<file path="config.mk">
export PLATFORM = sky130hd
export DESIGN_NAME = ads1675_frame_rx_flat
export DESIGN_NICKNAME = d
export VERILOG_FILES = /design/src/rtl/ads1675_frame_rx_if.sv /design/src/rtl/ads1675_frame_rx.sv /design/src/flat_wrapper.sv
export SDC_FILE = /design/constraint.sdc
export NUM_CORES = 1
export LEC_CHECK = 0
export ABC_CLOCK_PERIOD_IN_PS = 3030
export CAP_MARGIN = 15
export CORE_MARGIN = 2
export CORE_UTILIZATION = 60
export CTS_BUF_LIST = sky130_fd_sc_hd__clkbuf_2
export DETAILED_ROUTE_END_ITERATION = 6
export GPL_TIMING_DRIVEN = 0
export PLACE_DENSITY_LB_ADDON = 0.2
export REMOVE_ABC_BUFFERS = 1
export SYNTH_ARGS = -nofsm -noshare
export SYNTH_HDL_FRONTEND = slang
export SYNTH_SLANG_ARGS = --single-unit
export TNS_END_PERCENT = 100
</file>
<file path="constraint.sdc">
create_clock -name aclk -period 3.03 [get_ports aclk]
set_input_delay 0.606 -clock aclk [delete_from_list [all_inputs] [get_ports aclk]]
set_output_delay 0.606 -clock aclk [all_outputs]
set_load 0.005 [all_outputs]
</file>
<file path="src/rtl/ads1675_frame_rx_if.sv">
// Sample stream between the ADS1675 frame receiver and downstream processing.
// The master drives data/valid and the slave drives ready.
interface ads1675_frame_rx_if #(
  parameter int unsigned OUT_W = 32
) ();
  logic [OUT_W-1:0] m_axis_tdata;
  logic             m_axis_tvalid;
  logic             m_axis_tready;

  modport master (
    output m_axis_tdata,
    output m_axis_tvalid,
    input  m_axis_tready
  );

  modport slave (
    input  m_axis_tdata,
    input  m_axis_tvalid,
    output m_axis_tready
  );
endinterface

</file>
<file path="src/rtl/ads1675_frame_rx.sv">
// ADS1675 serial frame receiver. Oversamples DRDY/SCLK/DOUT in the aclk domain,
// shifts DW bits MSB-first per frame, drops the startup frames after enable and
// queues sign-extended samples in a first-word-fall-through FIFO.
module ads1675_frame_rx #(
  parameter int unsigned DW          = 24,
  parameter int unsigned OUT_W       = 32,
  parameter int unsigned SYNC_STAGES = 2,
  parameter int unsigned DISCARD     = 2,
  parameter int unsigned FIFO_DEPTH  = 4
) (
  input  logic                     aclk,
  input  logic                     areset_n,
  input  logic                     en,
  input  logic                     sclk,
  input  logic                     dout,
  input  logic                     drdy,
  ads1675_frame_rx_if.master       m_axis,
  output logic                     overflow,
  output logic                     frame_err,
  output logic                     discarding
);

  localparam int unsigned CntW  = $clog2(DW + 1);
  localparam int unsigned DiscW = (DISCARD > 0) ? $clog2(DISCARD + 1) : 1;
  localparam int unsigned AW    = (FIFO_DEPTH > 1) ? $clog2(FIFO_DEPTH) : 1;
  localparam int unsigned ExtW  = OUT_W - DW;

  typedef enum logic [1:0] {
    StIdle     = 2'd0,
    StWaitDrdy = 2'd1,
    StShift    = 2'd2
  } state_e;

  // ---------------------------------------------------------------------------
  // Synchronizers and edge detection
  // ---------------------------------------------------------------------------
  logic [SYNC_STAGES-1:0] r_sclk_sync;
  logic [SYNC_STAGES-1:0] r_drdy_sync;
  logic [SYNC_STAGES-1:0] r_dout_sync;
  logic                   r_sclk_prev;
  logic                   r_drdy_prev;
  logic                   w_sclk_s;
  logic                   w_drdy_s;
  logic                   w_dout_s;
  logic                   w_sclk_fall;
  logic                   w_drdy_rise;

  assign w_sclk_s    = r_sclk_sync[SYNC_STAGES-1];
  assign w_drdy_s    = r_drdy_sync[SYNC_STAGES-1];
  assign w_dout_s    = r_dout_sync[SYNC_STAGES-1];
  assign w_sclk_fall = r_sclk_prev & ~w_sclk_s;
  assign w_drdy_rise = ~r_drdy_prev & w_drdy_s;

  // Multi-flop synchronizers; sclk/drdy get one more copy to detect edges
  always_ff @(posedge aclk) begin
    if (!areset_n) begin
      r_sclk_sync <= '0;
      r_drdy_sync <= '0;
      r_dout_sync <= '0;
      r_sclk_prev <= 1'b0;
      r_drdy_prev <= 1'b0;
    end else begin
      r_sclk_sync[0] <= sclk;
      r_drdy_sync[0] <= drdy;
      r_dout_sync[0] <= dout;
      for (int i = 1; i < SYNC_STAGES; i++) begin
        r_sclk_sync[i] <= r_sclk_sync[i-1];
        r_drdy_sync[i] <= r_drdy_sync[i-1];
        r_dout_sync[i] <= r_dout_sync[i-1];
      end
      r_sclk_prev <= w_sclk_s;
      r_drdy_prev <= w_drdy_s;
    end
  end

  // ---------------------------------------------------------------------------
  // Frame FSM
  // ---------------------------------------------------------------------------
  state_e            r_state;
  state_e            w_state_next;
  logic [CntW-1:0]   r_cnt;
  logic [CntW-1:0]   w_cnt_next;
  logic [DW-1:0]     r_shift;
  logic [DW-1:0]     w_shift_next;
  logic              w_frame_done;
  logic              w_frame_err_set;
  logic              w_start;

  // State, bit counter and shift register
  always_ff @(posedge aclk) begin
    if (!areset_n) begin
      r_state <= StIdle;
      r_cnt   <= '0;
      r_shift <= '0;
    end else begin
      r_state <= w_state_next;
      r_cnt   <= w_cnt_next;
      r_shift <= w_shift_next;
    end
  end

  // Next-state logic; disable overrides everything and abandons a partial frame
  always_comb begin
    w_state_next    = r_state;
    w_cnt_next      = r_cnt;
    w_shift_next    = r_shift;
    w_frame_done    = 1'b0;
    w_frame_err_set = 1'b0;
    w_start         = 1'b0;
    if (!en) begin
      w_state_next = StIdle;
    end else begin
      case (r_state)
        StIdle: begin
          w_state_next = StWaitDrdy;
          w_start      = 1'b1;
        end
        StWaitDrdy: begin
          if (w_drdy_rise) begin
            w_state_next = StShift;
            w_cnt_next   = '0;
            w_shift_next = '0;
          end
        end
        StShift: begin
          if (r_cnt == CntW'(DW)) begin
            w_frame_done = 1'b1;
            // A DRDY edge coinciding with completion starts the next frame directly
            if (w_drdy_rise) begin
              w_state_next = StShift;
              w_cnt_next   = '0;
              w_shift_next = '0;
            end else begin
              w_state_next = StWaitDrdy;
            end
          end else if (w_drdy_rise) begin
            w_frame_err_set = 1'b1;
            w_cnt_next      = '0;
            w_shift_next    = '0;
          end else if (w_sclk_fall) begin
            w_shift_next = {r_shift[DW-2:0], w_dout_s};
            w_cnt_next   = r_cnt + CntW'(1);
          end
        end
        default: begin
          w_state_next = StIdle;
        end
      endcase
    end
  end

  // ---------------------------------------------------------------------------
  // Startup discard and sticky flags
  // ---------------------------------------------------------------------------
  logic [DiscW-1:0] r_disc_cnt;
  logic             r_discarding;
  logic             r_overflow;
  logic             r_frame_err;
  logic             w_discard_frame;
  logic             w_push_req;
  logic             w_full;

  assign w_discard_frame = (32'(r_disc_cnt) < DISCARD);
  assign w_push_req      = w_frame_done & ~w_discard_frame;

  // Discard counter, discarding indicator and sticky error flags
  always_ff @(posedge aclk) begin
    if (!areset_n) begin
      r_disc_cnt   <= '0;
      r_discarding <= 1'b1;
      r_overflow   <= 1'b0;
      r_frame_err  <= 1'b0;
    end else begin
      if (w_start) begin
        r_disc_cnt   <= '0;
        r_discarding <= (DISCARD != 0);
      end else if (w_frame_done) begin
        if (w_discard_frame) begin
          r_disc_cnt <= r_disc_cnt + DiscW'(1);
          if ((32'(r_disc_cnt) + 32'd1) == DISCARD) begin
            r_discarding <= 1'b0;
          end
        end else begin
          r_discarding <= 1'b0;
        end
      end
      if (w_push_req && w_full) begin
        r_overflow <= 1'b1;
      end
      if (w_frame_err_set) begin
        r_frame_err <= 1'b1;
      end
    end
  end

  assign overflow   = r_overflow;
  assign frame_err  = r_frame_err;
  assign discarding = r_discarding;

  // ---------------------------------------------------------------------------
  // Output FIFO (first-word fall-through, registered head)
  // ---------------------------------------------------------------------------
  logic [OUT_W-1:0] r_mem [FIFO_DEPTH];
  logic [AW-1:0]    r_wptr;
  logic [AW-1:0]    r_rptr;
  logic [AW:0]      r_count;
  logic             r_tvalid;
  logic [OUT_W-1:0] r_tdata;
  logic             w_pop;
  logic             w_push;
  logic [AW:0]      w_count_next;
  logic [AW-1:0]    w_rptr_next;
  logic [OUT_W-1:0] w_word;
  logic [OUT_W-1:0] w_head_next;

  assign w_word = {{ExtW{r_shift[DW-1]}}, r_shift};

  // Push/pop decisions and the head word presented after this edge
  always_comb begin
    w_pop        = r_tvalid & m_axis.m_axis_tready;
    // A same-cycle pop frees a slot, so full-with-pop still accepts the push
    w_full       = (r_count == (AW+1)'(FIFO_DEPTH)) && !w_pop;
    w_push       = w_push_req & ~w_full;
    w_count_next = r_count + (AW+1)'(w_push) - (AW+1)'(w_pop);
    w_rptr_next  = r_rptr + AW'(w_pop);
    w_head_next  = '0;
    if (w_count_next != '0) begin
      if ((r_count - (AW+1)'(w_pop)) == '0) begin
        w_head_next = w_word;
      end else begin
        w_head_next = r_mem[w_rptr_next];
      end
    end
  end

  // FIFO pointers, occupancy and registered output stage
  always_ff @(posedge aclk) begin
    if (!areset_n) begin
      r_wptr   <= '0;
      r_rptr   <= '0;
      r_count  <= '0;
      r_tvalid <= 1'b0;
      r_tdata  <= '0;
    end else begin
      if (w_push) begin
        r_wptr <= r_wptr + AW'(1);
      end
      r_rptr   <= w_rptr_next;
      r_count  <= w_count_next;
      r_tvalid <= (w_count_next != '0);
      r_tdata  <= w_head_next;
    end
  end

  // FIFO storage; pointers alone define occupancy, so no reset is needed
  always_ff @(posedge aclk) begin
    if (w_push) begin
      r_mem[r_wptr] <= w_word;
    end
  end

  assign m_axis.m_axis_tvalid = r_tvalid;
  assign m_axis.m_axis_tdata  = r_tdata;

endmodule

</file>
<file path="src/flat_wrapper.sv">
// flat-port wrapper written by rule: the top's interface ports become plain ports
module ads1675_frame_rx_flat 
#(
  parameter int unsigned DW          = 24,
  parameter int unsigned OUT_W       = 32,
  parameter int unsigned SYNC_STAGES = 2,
  parameter int unsigned DISCARD     = 2,
  parameter int unsigned FIFO_DEPTH  = 4
)
  (aclk, areset_n, en, sclk, dout, drdy, overflow, frame_err, discarding, m_axis_m_axis_tdata, m_axis_m_axis_tvalid, m_axis_m_axis_tready);
  ads1675_frame_rx_if #(.OUT_W(OUT_W)) m_axis_i ();
  input  logic aclk;
  input  logic areset_n;
  input  logic en;
  input  logic sclk;
  input  logic dout;
  input  logic drdy;
  output logic overflow;
  output logic frame_err;
  output logic discarding;
  output wire logic [$bits(m_axis_i.m_axis_tdata)-1:0] m_axis_m_axis_tdata;
  output wire logic [$bits(m_axis_i.m_axis_tvalid)-1:0] m_axis_m_axis_tvalid;
  input wire logic [$bits(m_axis_i.m_axis_tready)-1:0] m_axis_m_axis_tready;
  assign m_axis_m_axis_tdata = m_axis_i.m_axis_tdata;
  assign m_axis_m_axis_tvalid = m_axis_i.m_axis_tvalid;
  assign m_axis_i.m_axis_tready = m_axis_m_axis_tready;
  ads1675_frame_rx #(.DW(DW), .OUT_W(OUT_W), .SYNC_STAGES(SYNC_STAGES), .DISCARD(DISCARD), .FIFO_DEPTH(FIFO_DEPTH)) u_core (.aclk(aclk), .areset_n(areset_n), .en(en), .sclk(sclk), .dout(dout), .drdy(drdy), .m_axis(m_axis_i), .overflow(overflow), .frame_err(frame_err), .discarding(discarding));
endmodule
</file>
== Yosys cells after proc, flatten, opt, wreduce, memory -nomap -nowiden ==
Memory sizes are Yosys's and may differ from the RTL's.
Index checks and enable logic that the tools add are counted.

* Register bits: 84
* Bits in latches: 0
* Memory bits (writable): 128
* ROM bits: 0
* Input bits: 7
* Output and inout port bits: 36
* Logic and storage cells: 88
* Memories: 1

{| class="wikitable"
|+ Memories
! memory !! depth !! width !! rd ports !! clocked after memory_dff !! wr ports !! RTL line !! source
|-
| u_core.r_mem || 4 || 32 || 1 || 0 || 1 || ads1675_frame_rx.sv:203 || <nowiki>logic [OUT_W-1:0] r_mem [FIFO_DEPTH];</nowiki>
|}

* Add/subtract/negate cells: 8
* Multiply operators: 0
* Div/mod/pow operators: 0
* Order comparisons: 1
* Equal/unequal tests: 9
* Shift operators: 0
* Mux-type cells: 28
* Bitwise gates (word level): 10
* Reductions and logical operators: 14

{| class="wikitable"
|+ Operator list
! kind !! count
|-
| $mux W24 || 4
|-
| $pmux W24 S2 || 1
|-
| $eq A32 B2 Y1 const B || 1
|-
| $mux W32 || 1
|-
| $mux W5 || 4
|-
| $mux W1 || 13
|-
| $pmux W5 S2 || 1
|-
| $reduce_and A2 Y1 || 5
|-
| $mux W2 || 3
|-
| $pmux W2 S3 || 1
|-
| $sub A3 B1 Y3 || 2
|-
| $add A5 B1 Y5 const B || 1
|-
| $and A1 B1 Y1 || 5
|-
| $eq A5 B5 Y1 const B || 1
|-
| $not A1 Y1 || 5
|-
| $add A2 B1 Y2 const B || 2
|-
| $ne A2 B1 Y1 const B || 2
|-
| $ne A4 B1 Y1 const B || 1
|-
| $add A2 B1 Y3 const B || 1
|-
| $add A3 B1 Y3 || 1
|-
| $eq A3 B3 Y1 const B || 1
|-
| $logic_not A3 Y1 || 1
|-
| $reduce_and A3 Y1 || 1
|-
| $reduce_bool A3 Y1 || 1
|-
| other kinds (10) || 11
|}

== Logic depth before layout (Yosys ltp) ==
* Word-level depth: 10
* Depth in mapped cells: 11
* Gate-level depth less buffers: 9

== Worst setup path after synthesis ==
OpenSTA, ideal clock, no wires.

* Path kind: in2reg
* Start: input m_axis_m_axis_tready
* End: register u_core.r_tdata[10] (netlist: u_core.m_axis.m_axis_tdata[10])
* Library setup time: 0.115 ns
* Arrival time: 2.613 ns
* Required time: 2.915 ns
* Path slack: 0.303 ns
* Cell stages on the path: 8
* Path buffers: 1
* Cell sequence: and2_1 -> nor4b_1 -> nor4_2 -> ha_1 -> fa_1 -> o31ai_4 -> buf_6 -> nor3_1

* Longest elaborated chain between the ends: 9
* Elaborated cells between the ends (all ways): 14
* Classes of those cells: 4 x add/sub; 1 x mux; 3 x bitwise; 5 x reduce/logical; 1 x memory

{| class="wikitable"
|+ Ends and longest elaborated chain
! element !! RTL line !! source
|-
| start, declared || flat_wrapper.sv:23 || <nowiki>input wire logic [$bits(m_axis_i.m_axis_tready)-1:0] m_axis_m_axis_tready;</nowiki>
|-
| $and A1 B1 Y1 || ads1675_frame_rx.sv:220 || <nowiki>w_pop = r_tvalid & m_axis.m_axis_tready;</nowiki>
|-
| $logic_not A1 Y1 || ads1675_frame_rx.sv:222 || <nowiki>w_full = (r_count == (AW+1)'(FIFO_DEPTH)) && !w_pop;</nowiki>
|-
| $logic_and A1 B1 Y1 || ads1675_frame_rx.sv:222 ||
|-
| $not A1 Y1 || ads1675_frame_rx.sv:223 || <nowiki>w_push = w_push_req & ~w_full;</nowiki>
|-
| $and A1 B1 Y1 || ads1675_frame_rx.sv:223 ||
|-
| net u_core.w_push || ads1675_frame_rx.sv:210 || <nowiki>logic w_push;</nowiki>
|-
| $add A3 B1 Y3 || ads1675_frame_rx.sv:224 || <nowiki>w_count_next = r_count + (AW+1)'(w_push) - (AW+1)'(w_pop);</nowiki>
|-
| $sub A3 B1 Y3 || ads1675_frame_rx.sv:224 ||
|-
| net u_core.w_count_next[1] || ads1675_frame_rx.sv:211 || <nowiki>logic [AW:0] w_count_next;</nowiki>
|-
| $reduce_bool A3 Y1 || ads1675_frame_rx.sv:227 || <nowiki>if (w_count_next != '0) begin</nowiki>
|-
| $reduce_and A2 Y1 (no line) || - ||
|-
| end signal, assigned || ads1675_frame_rx.sv:251 || <nowiki>r_tdata <= w_head_next;</nowiki>
|-
| end, declared || ads1675_frame_rx.sv:208 || <nowiki>logic [OUT_W-1:0] r_tdata;</nowiki>
|}

The timed path passes the listed nets, and every way through them passes these cells.
A chain may end at the register's enable or synchronous reset.

== Worst setup path in the final report ==
* Start: register u_core.r_state[0]
* End: register u_core.r_tdata[14] (netlist: u_core.m_axis.m_axis_tdata[14])

* Longest elaborated chain between the ends: 9

{| class="wikitable"
|+ Ends and longest elaborated chain
! element !! RTL line !! source
|-
| start, declared || ads1675_frame_rx.sv:79 || <nowiki>state_e r_state;</nowiki>
|-
| start signal, assigned || ads1675_frame_rx.sv:92 || <nowiki>r_state <= StIdle;</nowiki>
|-
| start signal, assigned || ads1675_frame_rx.sv:96 || <nowiki>r_state <= w_state_next;</nowiki>
|-
| $eq A2 B2 Y1 || ads1675_frame_rx.sv:113 || <nowiki>case (r_state)</nowiki>
|-
| $mux W1 || ads1675_frame_rx.sv:113 ||
|-
| $mux W1 || ads1675_frame_rx.sv:110 || <nowiki>if (!en) begin</nowiki>
|-
| $and A1 B1 Y1 || ads1675_frame_rx.sv:164 || <nowiki>assign w_push_req = w_frame_done & ~w_discard_frame;</nowiki>
|-
| $and A1 B1 Y1 || ads1675_frame_rx.sv:223 ||
|-
| net u_core.w_push || ads1675_frame_rx.sv:210 ||
|-
| $add A3 B1 Y3 || ads1675_frame_rx.sv:224 ||
|-
| $sub A3 B1 Y3 || ads1675_frame_rx.sv:224 ||
|-
| net u_core.w_count_next[1] || ads1675_frame_rx.sv:211 ||
|-
| $reduce_bool A3 Y1 || ads1675_frame_rx.sv:227 ||
|-
| $reduce_and A2 Y1 (no line) || - ||
|}

The timed path passes the listed nets, and every way through them passes these cells.

==> results.cfg <==
[detailed_routing]
ant_nets = 0
dr.pass1.iters = 4
via_per_inst = 5.65
drc = 0
post_drt_wl_per_cell_um = 18.2
wl_um = 11800
drt_iter0_drc = 245
vias = 3655

[logic_synthesis]
netlist_top_cells_area = edfxtp_1 44%, dfxtp_1 23%, mux4_2 8.3%, ha_1 3.1%, nor2_1 3.0%
synth.avg_cell_area_sq_um = 14.6
yosysTopAreaCell = edfxtp_1
synth_warnings = 0
synth_edf_count = 96
syn_inst = 449
synthesis.area_sq_mm = 0.00654
ys_seq_area_frac = 0.673
synth_ff_type = edfxtp_1
synth_top_area_share = 0.441
async_flop_share = 0
synth_cell_types = 43
synth-seq-cells = 172

[clock_network]
cts_made_buffers = 17
cts.reportedPaths.clkPinSlew_ps = 230
clock_path_buffers = 2
cts_root_buf = clkbuf_2
cts_htree_levels = 4
clkLatencyLatePin_ps = 680
cts_sinks = 172
cts_tree = built
ctsHoldBuffers = 0

[worst_setup_path]
cp_max_fo = 16
cp-end-kind = flip-flop
cp.required_ps = 3610
crit_type = reg2reg
cpPeakStageDelay_ps = 470
critPathLaunchType = flip-flop
crit_chain = inv_1 -> ha_2 -> nand2_1 -> nor4_4 -> ha_1 -> fa_1 -> o31ai_4 -> buf_12 -> buf_16 -> nor3_1
critPathArrivalTime_ps = 3370
crit_path_top_delay_cell = fa_1
r2r_cells = 10

[floorplanning]
die_area_sq_mm = 0.0118
initial_core_util = 0.609
pin_count = 43
rows = 38
die_h_um = 108
chipWidth_um = 108
core_sq_mm = 0.0107

[cells_and_area]
final_cells = 647
final_common_cell = edfxtp_1
areaGrowthSynthToFinish_pct = 15.0
layout_common_cells = 96 x edfxtp_1, 76 x dfxtp_1, 53 x nor2_1, 42 x clkdlybuf4s50_1, 26 x nor3_1
diodes = 0
nets = 518
fillerInstances = 756
drive_gt1_frac = 0.150

[flow_run]
maxCapViolations = 0

[sta]
fmaxAchievable_ghz = 0.358
rsz0062_at_grt = no
finalSetupViolations = 0
max-slew-margin-rel = 0.315
period_needed_ps = 2800
fin_ws_ps = 233
whs_ps = 462
tightest_slew_ps = 1030
drv_slew = 0
finClkSkew_ps = 33.1
hold_viol_final = 0
period_share = 0.923

[run_status]
status = finished clean

[placement]
portBuffers = 42
dp_slack_ps = -906
gp_congestion = 0.764
dp_hpwl_um = 7170
dp.cells = 611

[pwr]
finalPower_w = 0.00563
power_density_mw_per_mm2 = 749
irDropWorstVdd_mv = 0.517
p_leak_nw = 2.68

[worst_hold_path]
whs_path_depth = 2
hp-class = in2reg

[global_routing]
grt_pass1_vias = 3671
grt_pass1_wl_um = 19200
gr-total-overflow = 0
grt_antenna_before_repair = 0
grt_max_degree = 30
grt_usage = 0.221
-- cells in the mapped netlist (2+ instances only) --
cell type,n
and2_1,17
mux2i_1,2
a21oi_1,7
nand2b_1,2
nor2_1,53
o31ai_1,2
mux4_2,24
nor2b_1,5
a22o_1,22
o21a_1,2
buf_4,11
nor3_1,26
buf_6,4
buf_2,8
or3_1,3
ha_1,16
nand3_1,8
o21ai_0,6
and3_1,2
dfxtp_1,76
xnor2_1,4
clkbuf_1,6
inv_1,14
edfxtp_1,96
nand2_1,15
-- where the power goes --
group,internal [W],leakage [nW],switching (W)
Clock,0.000539,0.153,0.000741
Combinational,0.000856,0.971,0.000838
Sequential,0.00259,1.55,0.0000644
-- registers in the layout (all words and copies together), names as in the netlist --
name / cells
u_core.r_drdy_prev: 1
u_core.discarding: 1
u_core.m_axis.m_axis_tvalid: 1
u_core.r_dout_sync: 2
u_core.r_shift: 24
u_core.r_cnt: 5
u_core.r_mem: 96
u_core.frame_err: 1
u_core.overflow: 1
u_core.r_sclk_prev: 1
u_core.r_disc_cnt: 2
u_core.m_axis.m_axis_tdata: 24
u_core.r_wptr: 2
u_core.r_sclk_sync: 2
u_core.r_state: 2
u_core.r_drdy_sync: 2
u_core.r_rptr: 2
u_core.r_count: 3
-- path summary, 6_finish.rpt --
path,startpoint,end,slack [ps]
max,u_core.r_state[0],u_core.m_axis.m_axis_tdata[14],230
min,sclk,u_core.r_sclk_sync[0],460
max reg2reg,u_core.r_state[0],u_core.m_axis.m_axis_tdata[14],230
min reg2reg,u_core.r_sclk_sync[0],u_core.r_sclk_sync[1],470
-- layout make-up --
class | instances | area [sq um] | share of cell area
clock buffer | 19 | 95.1 | 0.0126
clock inverter | 13 | 173 | 0.0230
inverter | 14 | 52.6 | 0.00699
multi-input combinational | 234 | 1940 | 0.258
sequential | 172 | 4400 | 0.586
tap | 140 | 175 | 0.0233
timing repair buffer | 55 | 683 | 0.0908
-- timing repair --
| action | 4_1_cts | 5_1_grt |
|---|---|---|
| endpoints found under the setup margin | 25 | 20 |
| gates resized for setup | 1 | 2 |
| buffers inserted | 3 | 1 |
| pin swaps | 1 | 1 |
| endpoints found under the hold margin | 0 | 0 |
-- critical path: cells and delay by family (launching register included) --
family / cells / cell delay, ps
adders and majority gates: 3 / 970
AOI/OAI and AO/OA: 1 / 270
DFF: 1 / 410
and+or+nand+nor: 3 / 560
buffers and inverters: 3 / 460
-- metal layers --
layer,vias up,track usage,part of all wire
li1,1743,-,-
met1,1786,0.281,0.41
met2,109,0.367,0.53
met3,17,0.0500,0.050
met4,0,0.0962,0.015
met5,-,0,0
-- kinds of logic (layout without fill, tap and decap cells) --
group	count (synthesis)	after routing	share of synthesized area
simple gates	138	138	0.106
mux	26	26	0.0857
fa+ha+maj	17	17	0.0337
flops	172	172	0.673
buf+inv	43	101	0.0371
compound gates	47	47	0.0555
xor+xnor	6	6	0.00918
-- metrics by stage --
step	cell area [sq um]	TNS, ps	utilization
2_1_floorplan	6350	0	-
3_3_place_gp	6950	-78210	0.646
5_1_grt	7520	0	0.700
3_5_place_dp	7190	-31990	0.669
4_1_cts	7500	0	0.698
6_report	7520	0	0.700
Note: power is estimated with default switching activity, not from simulation.
